==> src/rtl/div_clk_monitor.sv <==
// div_clk_monitor: samples the three even-divider outputs in the source clock
// domain, measures every half-period and reports per-channel lock and errors.
module div_clk_monitor #(
    parameter int unsigned EXP2     = 1,
    parameter int unsigned EXP4     = 2,
    parameter int unsigned EXP10    = 5,
    parameter int unsigned LOCK_CNT = 4,
    parameter int unsigned CW       = 4
) (
    input  logic       clk,
    input  logic       rstn,
    input  logic       en,
    input  logic       clk_div2,
    input  logic       clk_div4,
    input  logic       clk_div10,
    input  logic       err_clr,
    output logic [2:0] locked,
    output logic [2:0] err_pulse,
    output logic [2:0] err_sticky,
    output logic       all_locked
);

    localparam int unsigned NCH = 3;
    localparam int unsigned GW  = 4;

    typedef enum logic [1:0] {
        IDLE    = 2'd0,
        MEASURE = 2'd1,
        LOCKED  = 2'd2
    } state_t;

    logic [NCH-1:0] div_in;
    logic [NCH-1:0] s1;
    logic [NCH-1:0] s2;
    logic [NCH-1:0] edge_seen;
    logic [NCH-1:0] lock_nxt;
    logic [NCH-1:0] err_nxt;

    assign div_in    = {clk_div10, clk_div4, clk_div2};
    assign edge_seen = s1 ^ s2;

    // Two-stage sampling of the divider outputs; keeps running while disabled.
    always_ff @(posedge clk or negedge rstn) begin
        if (!rstn) begin
            s1 <= '0;
            s2 <= '0;
        end else begin
            s1 <= div_in;
            s2 <= s1;
        end
    end

    for (genvar i = 0; i < int'(NCH); i++) begin : g_ch
        localparam int unsigned EXP = (i == 0) ? EXP2 : ((i == 1) ? EXP4 : EXP10);

        state_t          state;
        state_t          state_nxt;
        logic [CW-1:0]   run_cnt;
        logic [CW-1:0]   run_nxt;
        logic [GW-1:0]   good_cnt;
        logic [GW-1:0]   good_nxt;
        logic [GW-1:0]   good_inc;
        logic            err;

        // Channel state, run counter and good-half-period counter.
        always_ff @(posedge clk or negedge rstn) begin
            if (!rstn) begin
                state    <= IDLE;
                run_cnt  <= '0;
                good_cnt <= '0;
            end else begin
                state    <= state_nxt;
                run_cnt  <= run_nxt;
                good_cnt <= good_nxt;
            end
        end

        // Half-period measurement, lock tracking and error detection.
        always_comb begin
            state_nxt = state;
            run_nxt   = run_cnt;
            good_nxt  = good_cnt;
            err       = 1'b0;
            good_inc  = (good_cnt < GW'(LOCK_CNT)) ? good_cnt + GW'(1) : good_cnt;

            if (edge_seen[i]) begin
                run_nxt = CW'(1);
            end else if (run_cnt != {CW{1'b1}}) begin
                run_nxt = run_cnt + CW'(1);
            end

            if (!en) begin
                state_nxt = IDLE;
                run_nxt   = '0;
                good_nxt  = '0;
            end else begin
                case (state)
                    IDLE: begin
                        // First edge only arms the channel; it is never measured.
                        if (edge_seen[i]) begin
                            state_nxt = MEASURE;
                            good_nxt  = '0;
                        end
                    end
                    MEASURE, LOCKED: begin
                        if (edge_seen[i]) begin
                            if (run_cnt == CW'(EXP)) begin
                                good_nxt = good_inc;
                                if (good_inc == GW'(LOCK_CNT)) begin
                                    state_nxt = LOCKED;
                                end
                            end else begin
                                err = 1'b1;
                            end
                        end else if (run_cnt > CW'(EXP)) begin
                            // Overrun without an edge: flag stuck input right away.
                            err = 1'b1;
                        end
                        if (err) begin
                            state_nxt = MEASURE;
                            good_nxt  = '0;
                            run_nxt   = CW'(1);
                        end
                    end
                    default: begin
                        state_nxt = IDLE;
                    end
                endcase
            end
        end

        assign lock_nxt[i] = (state_nxt == LOCKED);
        assign err_nxt[i]  = err;
    end

    // Registered status outputs; a new error wins over err_clr.
    always_ff @(posedge clk or negedge rstn) begin
        if (!rstn) begin
            locked     <= '0;
            all_locked <= 1'b0;
            err_pulse  <= '0;
            err_sticky <= '0;
        end else begin
            locked     <= lock_nxt;
            all_locked <= &lock_nxt;
            err_pulse  <= err_nxt;
            err_sticky <= (err_sticky & ~{NCH{err_clr}}) | err_nxt;
        end
    end

endmodule

==> config.mk <==
export PLATFORM = sky130hd
export DESIGN_NAME = div_clk_monitor
export DESIGN_NICKNAME = d
export VERILOG_FILES = /design/src/rtl/div_clk_monitor.sv
export SDC_FILE = /design/constraint.sdc
export NUM_CORES = 1
export LEC_CHECK = 0
export BUFFER_PORTS_ARGS = -buffer_cell sky130_fd_sc_hd__buf_2
export CORE_MARGIN = 4
export CORE_UTILIZATION = 64
export DETAILED_ROUTE_END_ITERATION = 7
export GPL_ROUTABILITY_DRIVEN = 0
export PLACE_DENSITY = 0.84
export SYNTH_ARGS = -nofsm -noshare
export SYNTH_HDL_FRONTEND = slang
export SYNTH_SLANG_ARGS = --single-unit
==> constraint.sdc <==
create_clock -name clk -period 3.83 [get_ports clk]
set_input_delay 0.1915 -clock clk [delete_from_list [all_inputs] [get_ports clk]]
set_output_delay 0.1915 -clock clk [all_outputs]
set_load 0.03 [all_outputs]
==> results.py, run 1 <==
metrics = {
    "outcome": {
        "status": "complete, no violations",
    },
    "cells_and_area": {
        "drive_gt1_share_pct": 12.0,
        "final_cell_mix": "dfrtp_1, inv_1, nor2_1",
        "antennaDiodeCount": 0,
        "stdcell_area_sq_um": 2700,
        "final.fill_count": 258,
        "fin_nets": 289,
        "syn_to_final_growth_pct": 11.0,
        "final_common_cell": "dfrtp_1",
    },
    "power_and_ir_drop": {
        "internal_power_uw": 762,
        "vdd_drop_max_mv": 0.270,
        "clockPowerShare_pct": 32.2,
        "p_comb_share_pct": 17.4,
        "power_frac_seq_pct": 50.5,
        "p_sw_uw": 291,
        "p_per_area_nw_per_um2": 390,
        "swShare_pct": 27.6,
        "p_leak_nw": 1.29,
    },
    "sta": {
        "setup_violations": 0,
        "maxSlewViolCount": 0,
        "rsz0062_at_grt": "false",
        "fmax_ghz": 0.393,
        "fin_crit_ns": 2.54,
        "max-slew-margin-rel_pct": 35.2,
        "fin_crit_sh_pct": 66.4,
        "hold_viol_final": 0,
        "worst_pin_slew_ns": 0.972,
        "tns_ns": 0,
        "skew_ns": 0.00529,
    },
    "synthesis": {
        "synth_nets": 266,
        "async_flop_share_pct": 100,
        "yosysSeqAreaShare_pct": 47.3,
        "yosys_register_bits": 46,
        "synth.area.top_cells": "dfrtp_1, ha_1, inv_1, nor2_1, a21oi_1",
        "synth_top_area_share_pct": 47.3,
        "synth_cell_type_count": 49,
        "syn_area_per_cell_sq_um": 10.1,
        "synth_edf_count": 0,
        "synth_cells": 242,
        "synthFlopType": "dfrtp_1",
        "yosysWarningCount": 0,
        "synth.cell_area_sq_um": 2430,
        "synth_area_leader_cell": "dfrtp_1",
    },
    "place": {
        "hpwl_mm": 3.25,
        "port_buffers": 16,
        "place_area_sq_um": 2560,
    },
    "floorplanning": {
        "die-area_sq_um": 4850,
        "start_util_pct": 66.4,
        "die_h_um": 69.7,
        "fp-row-count": 22,
        "pin_count": 17,
        "die_x_um": 69.7,
        "core_area_sq_um": 3660,
    },
    "cts": {
        "clk_latency_ns": 0.30,
        "cts_resized": 0,
        "post_cts_buffers": 0,
        "cts_buffer_depth": 2,
        "cts_made_buffers": 5,
        "clkTransAtPathRegs_ns": 0.08,
        "cts_hold_buf": 3,
        "htreeDepth": 2,
        "cts_tree": "done",
        "clock_sinks": 46,
        "ctsRootBufferMaster": "clkbuf_8",
    },
    "detailed_routing": {
        "drc": 0,
        "routed_wl_mm": 4.45,
        "vias_per_cell": 5.77,
        "vias": 1811,
        "routedWlPerCell_um": 14.2,
        "ant_nets": 0,
        "dr.pass1.iters": 4,
        "drt_iter0_drc": 89,
    },
    "critical_path": {
        "crit_path_start_kind": "flip-flop",
        "required_ns": 4.03,
        "crit_type": "flip-flop to flip-flop",
        "cp_data_arrival_time_ns": 2.74,
        "critPathMaxFanout": 4,
        "end_kind": "flip-flop",
    },
    "global_routing": {
        "grt_max_degree": 47,
        "antenna_found_initial": 0,
        "grt_pass1_wl_mm": 7.78,
        "grt_usage_pct": 20.0,
        "grt_pass1_vias": 1757,
        "gr-total-overflow": 0,
    },
    "worst_hold_path": {
        "hold_path_class": "primary input to asynchronous set/reset pin",
    },
    "job": {
        "drv_cap": 0,
    },
}
[routing by layer]
layer,track usage (%),wire [um]
met4,7.66,76
met1,25.6,2080
met5,0,0
met3,5.65,209
met2,32.4,2080
[sequential cells by signal (all words and copies together) (netlist names)]
register and count:
s2 3, err_sticky 3, g_ch.good_cnt 12, g_ch.state 6, locked 3, all_locked 1, err_pulse 3, g_ch.run_cnt 12
s1 3
[final cells by class]
class                   instances  area (sq um)  share of cell area, %
multi-input cells             167          1170                   43.4
flip-flops and latches         46          1150                   42.6
clock buffers                   8           110                   4.08
repair buffers                 19           110                   4.08
inverters                      26          97.6                   3.61
well taps                      48          60.1                   2.22
[final timing paths]
| path | start | end | slack (ns) | cells after the start |
|---|---|---|---|---|
| setup reg to reg | g_ch[2].good_cnt[0] | all_locked | 1.29 | 7 |
| max in group asynchronous | rstn | s2[1] | 3.18 | 1 |
| setup / recovery | g_ch[2].good_cnt[0] | all_locked | 1.29 | 7 |
| hold reg to reg | s1[2] | s2[2] | 0.44 | 0 |
| min in group clk | err_clr | err_sticky[2] | 0.21 | 3 |
| hold / removal | rstn | g_ch[1].good_cnt[2] | 0.05 | 1 |
[power by group through the flow]
stage	clock [mW]	sequential, mW	combinational (mW)
6_report	0.339	0.532	0.183
5_1_grt	0.367	0.536	0.205
4_1_cts	0.348	0.531	0.184
3_5_place_dp	0	0.541	0.180
3_3_place_gp	0	0.540	0.174
2_1_floorplan	0	0.549	0.122
[Yosys cell counts (2+ instances only)]
| cell type | count |
|---|---|
| and2_1 | 2 |
| nand2b_1 | 3 |
| or4b_1 | 3 |
| o31a_1 | 2 |
| a21o_1 | 4 |
| o21a_1 | 3 |
| a311oi_1 | 2 |
| a31oi_1 | 7 |
| nor2_1 | 25 |
| o22ai_1 | 3 |
| o31ai_1 | 2 |
| a22o_1 | 2 |
| o2111ai_1 | 2 |
| a21oi_1 | 11 |
| ha_1 | 17 |
| or3_1 | 4 |
| o21bai_1 | 2 |
| o21ai_0 | 5 |
| mux2_2 | 2 |
| nor3b_1 | 2 |
| clkbuf_1 | 2 |
| xor2_1 | 3 |
| nand2_1 | 10 |
| dfrtp_1 | 46 |
| a211oi_1 | 3 |
| a21boi_0 | 2 |
| nand4_1 | 2 |
| nor4_1 | 3 |
| mux2i_1 | 3 |
| xnor2_1 | 6 |
| inv_1 | 26 |
| nor3_1 | 8 |
| nor4b_1 | 2 |
| nand3_1 | 8 |
[cells by family (layout without fill, tap and decap cells)]
family | Yosys count | in the layout | synth area share, %
simple gates | 80 | 80 | 18.0
xor+xnor | 9 | 9 | 3.24
compound gates | 56 | 56 | 16.0
flops | 46 | 46 | 47.3
fa+ha+maj | 17 | 17 | 8.74
buf+inv | 29 | 53 | 4.53
mux | 5 | 5 | 2.16
[critical path: stages (launching register included)]
cell and delay [ns]:
dfrtp_1 0.41, ha_1 0.32, or4b_1 0.46, o31a_1 0.13, or4_4 0.53, a211oi_4 0.27, nand2b_2 0.09, nor4_2 0.23
[stage by stage]
step / utilization, % / hold WS [ns] / instances / setup WS [ns] / power (mW)
3_5_place_dp: 69.9 / 0.301 / 303 / 1.29 / 0.721
6_report: 73.8 / 0.0452 / 314 / 1.29 / 1.05
5_1_grt: 73.8 / 0.137 / 314 / 1.18 / 1.11
3_3_place_gp: 69.9 / 0.301 / 303 / 1.40 / 0.714
4_1_cts: 73.8 / 0.0817 / 314 / 1.27 / 1.06
2_1_floorplan: - / -0.104 / 242 / 1.43 / 0.672
Note: power is estimated with default switching activity, not from simulation.
==> run 2: changes to the inputs <==
ABC_AREA = 1   (was not set)
CORE_UTILIZATION = 60   (was 64)
PLACE_DENSITY = 0.79   (was 0.84)
clock period = 2.6 ns   (was 3.83 ns; I/O delays follow)
==> results.py, run 2 <==
metrics = {
    "sta": {
        "fmax_ghz": 0.595,
        "maxSlewViolCount": 0,
        "fin_crit_sh_pct": 64.6,
        "setup_violations": 0,
        "worst_pin_slew_ns": 0.980,
        "max-slew-margin-rel_pct": 34.6,
        "holdWs_ns": -0.0166,
        "skew_ns": 0.00972,
        "fin_crit_ns": 1.68,
        "rsz0062_at_grt": "false",
        "tns_ns": 0,
        "hold_viol_final": 5,
    },
    "worst_hold_path": {
        "hold_path_class": "primary input to asynchronous set/reset pin",
    },
    "power_and_ir_drop": {
        "total_power_mw": 1.49,
        "vdd_drop_max_mv": 0.370,
        "p_leak_nw": 1.48,
        "p_per_area_nw_per_um2": 518,
    },
    "cts": {
        "clk_latency_ns": 0.29,
        "cts_resized": 0,
        "ctsRootBufferMaster": "clkbuf_8",
        "cts_tree": "done",
        "cts_buffer_depth": 2,
        "cts_hold_buf": 3,
        "clkTransAtPathRegs_ns": 0.09,
        "post_cts_buffers": 0,
        "clock_sinks": 46,
        "cts_made_buffers": 5,
        "htreeDepth": 2,
    },
    "cells_and_area": {
        "fin_nets": 383,
        "drive_gt1_share_pct": 15.3,
        "final_common_cell": "nand2_1",
        "regArea_sq_um": 1150,
        "antennaDiodeCount": 0,
        "fin_cells": 410,
        "final.fill_count": 337,
        "reg.largest.list": "g_ch.good_cnt: 12 flops, g_ch.run_cnt: 12 flops, g_ch.state: 6 flops",
        "multiInputGateArea_sq_um": 1270,
        "final_cell_mix": "nand2_1, dfrtp_1, inv_1",
        "syn_to_final_growth_pct": 9.92,
    },
    "synthesis": {
        "yosysWarningCount": 0,
        "synth_cell_type_count": 28,
        "synth_area_leader_cell": "dfrtp_1",
        "synth_top_area_share_pct": 44.1,
        "synth_cells": 335,
        "synth_nets": 359,
        "async_flop_share_pct": 100,
        "synth_edf_count": 0,
        "synthFlopType": "dfrtp_1",
        "syn_area_per_cell_sq_um": 7.79,
        "synth.area.top_cells": "dfrtp_1, nand2_1, ha_1, inv_1, nor2_1",
        "yosys_register_bits": 46,
        "yosysSeqAreaShare_pct": 44.1,
        "synthTopCellsByCount": "nand2_1, dfrtp_1, inv_1, nor2_1, nand3_1",
        "yosysMostFrequentCell": "nand2_1",
        "synth.cell_area_sq_um": 2610,
    },
    "job": {
        "drv_cap": 0,
    },
    "detailed_routing": {
        "drt_iter0_drc": 76,
        "vias_per_cell": 5.23,
        "routed_wl_mm": 4.74,
        "dr.pass1.iters": 4,
        "vias": 2145,
        "ant_nets": 0,
        "drc": 0,
        "routedWlPerCell_um": 11.6,
    },
    "critical_path": {
        "required_ns": 2.77,
        "cp.depth": 10,
        "cp_slowest_cell": "dfrtp_1",
        "reg2regPathDepth": 10,
        "critPathCapture": "g_ch[2].good_cnt[0]",
        "crit_family": "simple AND/OR/NAND/NOR gates",
        "cp.buffers_inverters": 1,
        "worst-r2r-setup-slack_ns": 0.92,
        "rr_startpoint": "g_ch[2].run_cnt[0]",
        "cp_slowest_stage_delay_ns": 0.40,
        "cp_data_arrival_time_ns": 1.86,
        "crit_type": "flip-flop to flip-flop",
        "reg2reg_to": "g_ch[2].good_cnt[0]",
        "critPathMaxFanout": 5,
        "crit_start": "g_ch[2].run_cnt[0]",
        "end_kind": "flip-flop",
        "crit_path_start_kind": "flip-flop",
        "cp_cell_sequence": "inv_1 > ha_1 > nor2_2 > nor2_2 > a21oi_4 > nor2_4 > o21ai_4 > nand2_2 > nand2_1 > nand2_1",
    },
    "floorplanning": {
        "die_h_um": 74.0,
        "die-area_sq_um": 5470,
        "core_area_sq_um": 4120,
        "pin_count": 17,
        "start_util_pct": 63.5,
        "fp-row-count": 23,
        "die_x_um": 74.0,
    },
    "outcome": {
        "violations": "hold timing",
        "status": "finished, violations left",
    },
    "global_routing": {
        "grt_pass1_wl_mm": 8.58,
        "gr-total-overflow": 0,
        "use_met2_pct": 36.5,
        "grt_max_degree": 47,
        "met3_usage_pct": 3.65,
        "antenna_found_initial": 0,
        "grt_most_used_layer": "met2",
        "grt_usage_pct": 20.1,
        "use_met1_pct": 24.2,
        "grt_pass1_vias": 2072,
    },
    "place": {
        "hpwl_mm": 3.55,
        "dp.cells": 399,
        "port_buffers": 16,
    },
}
[run 2: cell types whose count changed in the layout (fill, tap and decap cells not counted), moves of 5 or more]
cell	previous run	this run
nand2_1	10	79
nand3_1	8	19
o21ai_0	5	15
nand2_2	0	10
nor2_2	0	10
a31oi_1	7	2
inv_1	26	45
nor2_1	25	44
a21oi_1	11	16
[run 2: cells by family (layout without fill, tap and decap cells)]
family                     after synthesis  in the layout  synth area share, %
and+or+nand+nor                        175            175                 29.6
AOI/OAI and AO/OA                       44             44                 9.97
buffers and inverters                   50             75                 7.23
xor gates and xnor gates                 3              3                 1.01
adders and majority gates               17             17                 8.15
DFF                                     46             46                 44.1
[run 2: how the worst min path moves through the flow]
| stage | startpoint | to | slack, ns | cells after the start |
|---|---|---|---|---|
| after floorplan | rstn | all_locked | -0.17 | 0 |
| after global placement | clk_div10 | s1[2] | 0.24 | 1 |
| after detailed placement | clk_div10 | s1[2] | 0.24 | 1 |
| after CTS | rstn | g_ch[0].run_cnt[2] | 0.03 | 1 |
| after global routing | rstn | g_ch[0].run_cnt[2] | 0.07 | 1 |
| final | rstn | g_ch[0].run_cnt[1] | -0.02 | 1 |
[run 2: routing by layer]
layer | up-vias | routed length (um)
met5 | - | 0
met2 | 35 | 2410
met3 | 2 | 190
li1 | 1106 | -
met1 | 1002 | 2120
met4 | 0 | 29
[run 2: per-stage QoR]
| stage | instance area, sq um | util (%) | worst slack (ns) | hold slack [ns] |
|---|---|---|---|---|
| floorplan | 2610 | - | 1.09 | -0.166 |
| global placement | 2750 | 66.7 | 0.987 | 0.238 |
| detailed placement | 2750 | 66.7 | 0.938 | 0.239 |
| CTS | 2870 | 69.7 | 0.916 | 0.0260 |
| global route | 2870 | 69.7 | 0.765 | 0.0671 |
| finish | 2870 | 69.7 | 0.919 | -0.0166 |
[run 2: final cells by class]
class | count | share of cell area [%]
Sequential cell | 46 | 40.1
Clock inverter | 2 | 0.436
Clock buffer | 6 | 2.88
Tap cell | 50 | 2.18
Inverter | 48 | 6.28
Multi-Input combinational cell | 239 | 44.3
Timing Repair Buffer | 19 | 3.84
[run 2: report_power, final]
group | internal [mW] | total (mW) | leakage (nW) | switching [mW]
Sequential | 0.747 | 0.774 | 0.615 | 0.0271
Clock | 0.214 | 0.443 | 0.0472 | 0.229
Combinational | 0.0890 | 0.272 | 0.813 | 0.182
==> run 3: changes to the inputs <==
clock period = 1.55 ns   (was 2.6 ns; I/O delays follow)
==> results.py, run 3 (synthesis gave the netlist of run 2 again) <==
metrics = {
    "outcome": {
        "status": "finished, violations left",
        "violations": "setup timing",
    },
    "critical_path": {
        "cp_slowest_cell": "dfrtp_1",
        "crit_family": "simple AND/OR/NAND/NOR gates",
        "end_kind": "flip-flop",
        "crit_path_start_kind": "flip-flop",
        "cp_data_arrival_time_ns": 1.84,
        "critPathMaxFanout": 3,
        "cp.buffers_inverters": 2,
        "cp_cell_sequence": "inv_2 > ha_2 > inv_1 > nor2_1 > nand3_2 > nor2_2 > nand2_1 > nand2_1 > nand2_2 > nor2_2 > nand2_1 > nor2_2",
        "cp_slowest_stage_delay_ns": 0.40,
        "crit_type": "flip-flop to flip-flop",
        "required_ns": 1.79,
    },
    "sta": {
        "maxSlewViolCount": 0,
        "hold_viol_final": 0,
        "skew_ns": 0.0102,
        "rsz0062_at_grt": "true",
        "holdWs_ns": 0.0316,
        "setup_violations": 5,
        "max-slew-margin-rel_pct": 78.0,
        "setup_ws_ns": -0.0575,
        "fin_crit_ns": 1.61,
        "fmax_ghz": 0.622,
        "fin_crit_sh_pct": 104,
        "tns_ns": -0.112,
        "worst_pin_slew_ns": 0.329,
    },
    "floorplanning": {
        "die_h_um": 74.0,
        "die-area_sq_um": 5470,
        "core_area_sq_um": 4120,
        "pin_count": 17,
        "start_util_pct": 63.5,
        "fp-row-count": 23,
        "die_x_um": 74.0,
    },
    "worst_hold_path": {
        "hold_path_class": "primary input to flip-flop",
    },
    "place": {
        "hpwl_mm": 3.79,
        "post-place-ws_ns": -0.0535,
        "dp.cells": 419,
        "port_buffers": 16,
        "place_area_sq_um": 2910,
    },
    "cts": {
        "htreeDepth": 2,
        "cts_made_buffers": 5,
        "clock_sinks": 46,
        "ctsRootBufferMaster": "clkbuf_8",
        "clkTransAtPathRegs_ns": 0.08,
        "cts_buffer_depth": 2,
        "cts_tree": "done",
        "clk_latency_ns": 0.30,
    },
    "detailed_routing": {
        "routedWlPerCell_um": 13.0,
        "vias_per_cell": 5.37,
        "drt_iter0_drc": 133,
        "drc": 0,
        "routed_wl_mm": 5.68,
        "vias": 2341,
        "dr.pass1.iters": 4,
        "ant_nets": 0,
    },
    "global_routing": {
        "grt_usage_pct": 21.7,
        "grt_pass1_wl_mm": 9.27,
        "antenna_found_initial": 0,
        "gr-total-overflow": 0,
        "grt_max_degree": 47,
        "grt_pass1_vias": 2248,
    },
    "cells_and_area": {
        "final_common_cell": "nand2_1",
        "fin_nets": 411,
        "stdcell_area_sq_um": 3200,
        "fin_util_pct": 77.7,
        "drive_gt1_share_pct": 29.0,
        "reg.largest.list": "g_ch.good_cnt: 12 flops, g_ch.run_cnt: 12 flops, g_ch.state: 6 flops",
        "syn_to_final_growth_pct": 22.5,
        "fin_cells": 436,
        "antennaDiodeCount": 0,
        "final_cell_mix": "nand2_1, dfrtp_1, inv_1",
    },
    "job": {
        "drv_cap": 0,
    },
    "power_and_ir_drop": {
        "vdd_drop_max_mv": 0.581,
        "p_per_area_nw_per_um2": 818,
        "total_power_mw": 2.62,
        "p_leak_nw": 1.62,
    },
}
## run 3: layer usage
metal  up-vias  part of all wire [%]  GRT usage [%]
met2        61                    53           40.1
met5         -                     0              0
met1      1100                    40           25.4
met3        17                   4.0           4.05
met4         0                   2.5           6.84
li1       1163                     -              -
## run 3: cell type report
class,instances,area (sq um)
inverters,48,180
clock buffers,6,82.6
multi-input cells,239,1380
fillers,278,916
repair buffers,47,339
flip-flops and latches,46,1150
well taps,50,62.6
## run 3: repair_timing
item | CTS | global route
cloned | 0 | 0
hold buffers | 4 | 0
gates resized for setup | 12 | 27
pin swaps | 9 | 12
setup buffers | 4 | 3
endpoints found under the hold margin | 49 | 0
setup endpoints to repair | 11 | 19
## run 3: final timing paths
path,from,end,slack [ns],cells after the start
max,g_ch[0].run_cnt[1],all_locked,-0.06,12
min in group asynchronous,rstn,g_ch[0].run_cnt[3],0.28,3
min reg2reg,s1[2],s2[2],0.40,0
max reg2reg,g_ch[0].run_cnt[1],all_locked,-0.06,12
max in group asynchronous,rstn,g_ch[1].good_cnt[3],1.05,3
min,err_clr,err_sticky[1],0.03,2
## run 3: report_power, final
part | internal, mW | total (mW) | switching, mW
registers | 1.25 | 1.29 | 0.0370
clock network | 0.344 | 0.708 | 0.364
logic | 0.248 | 0.620 | 0.372
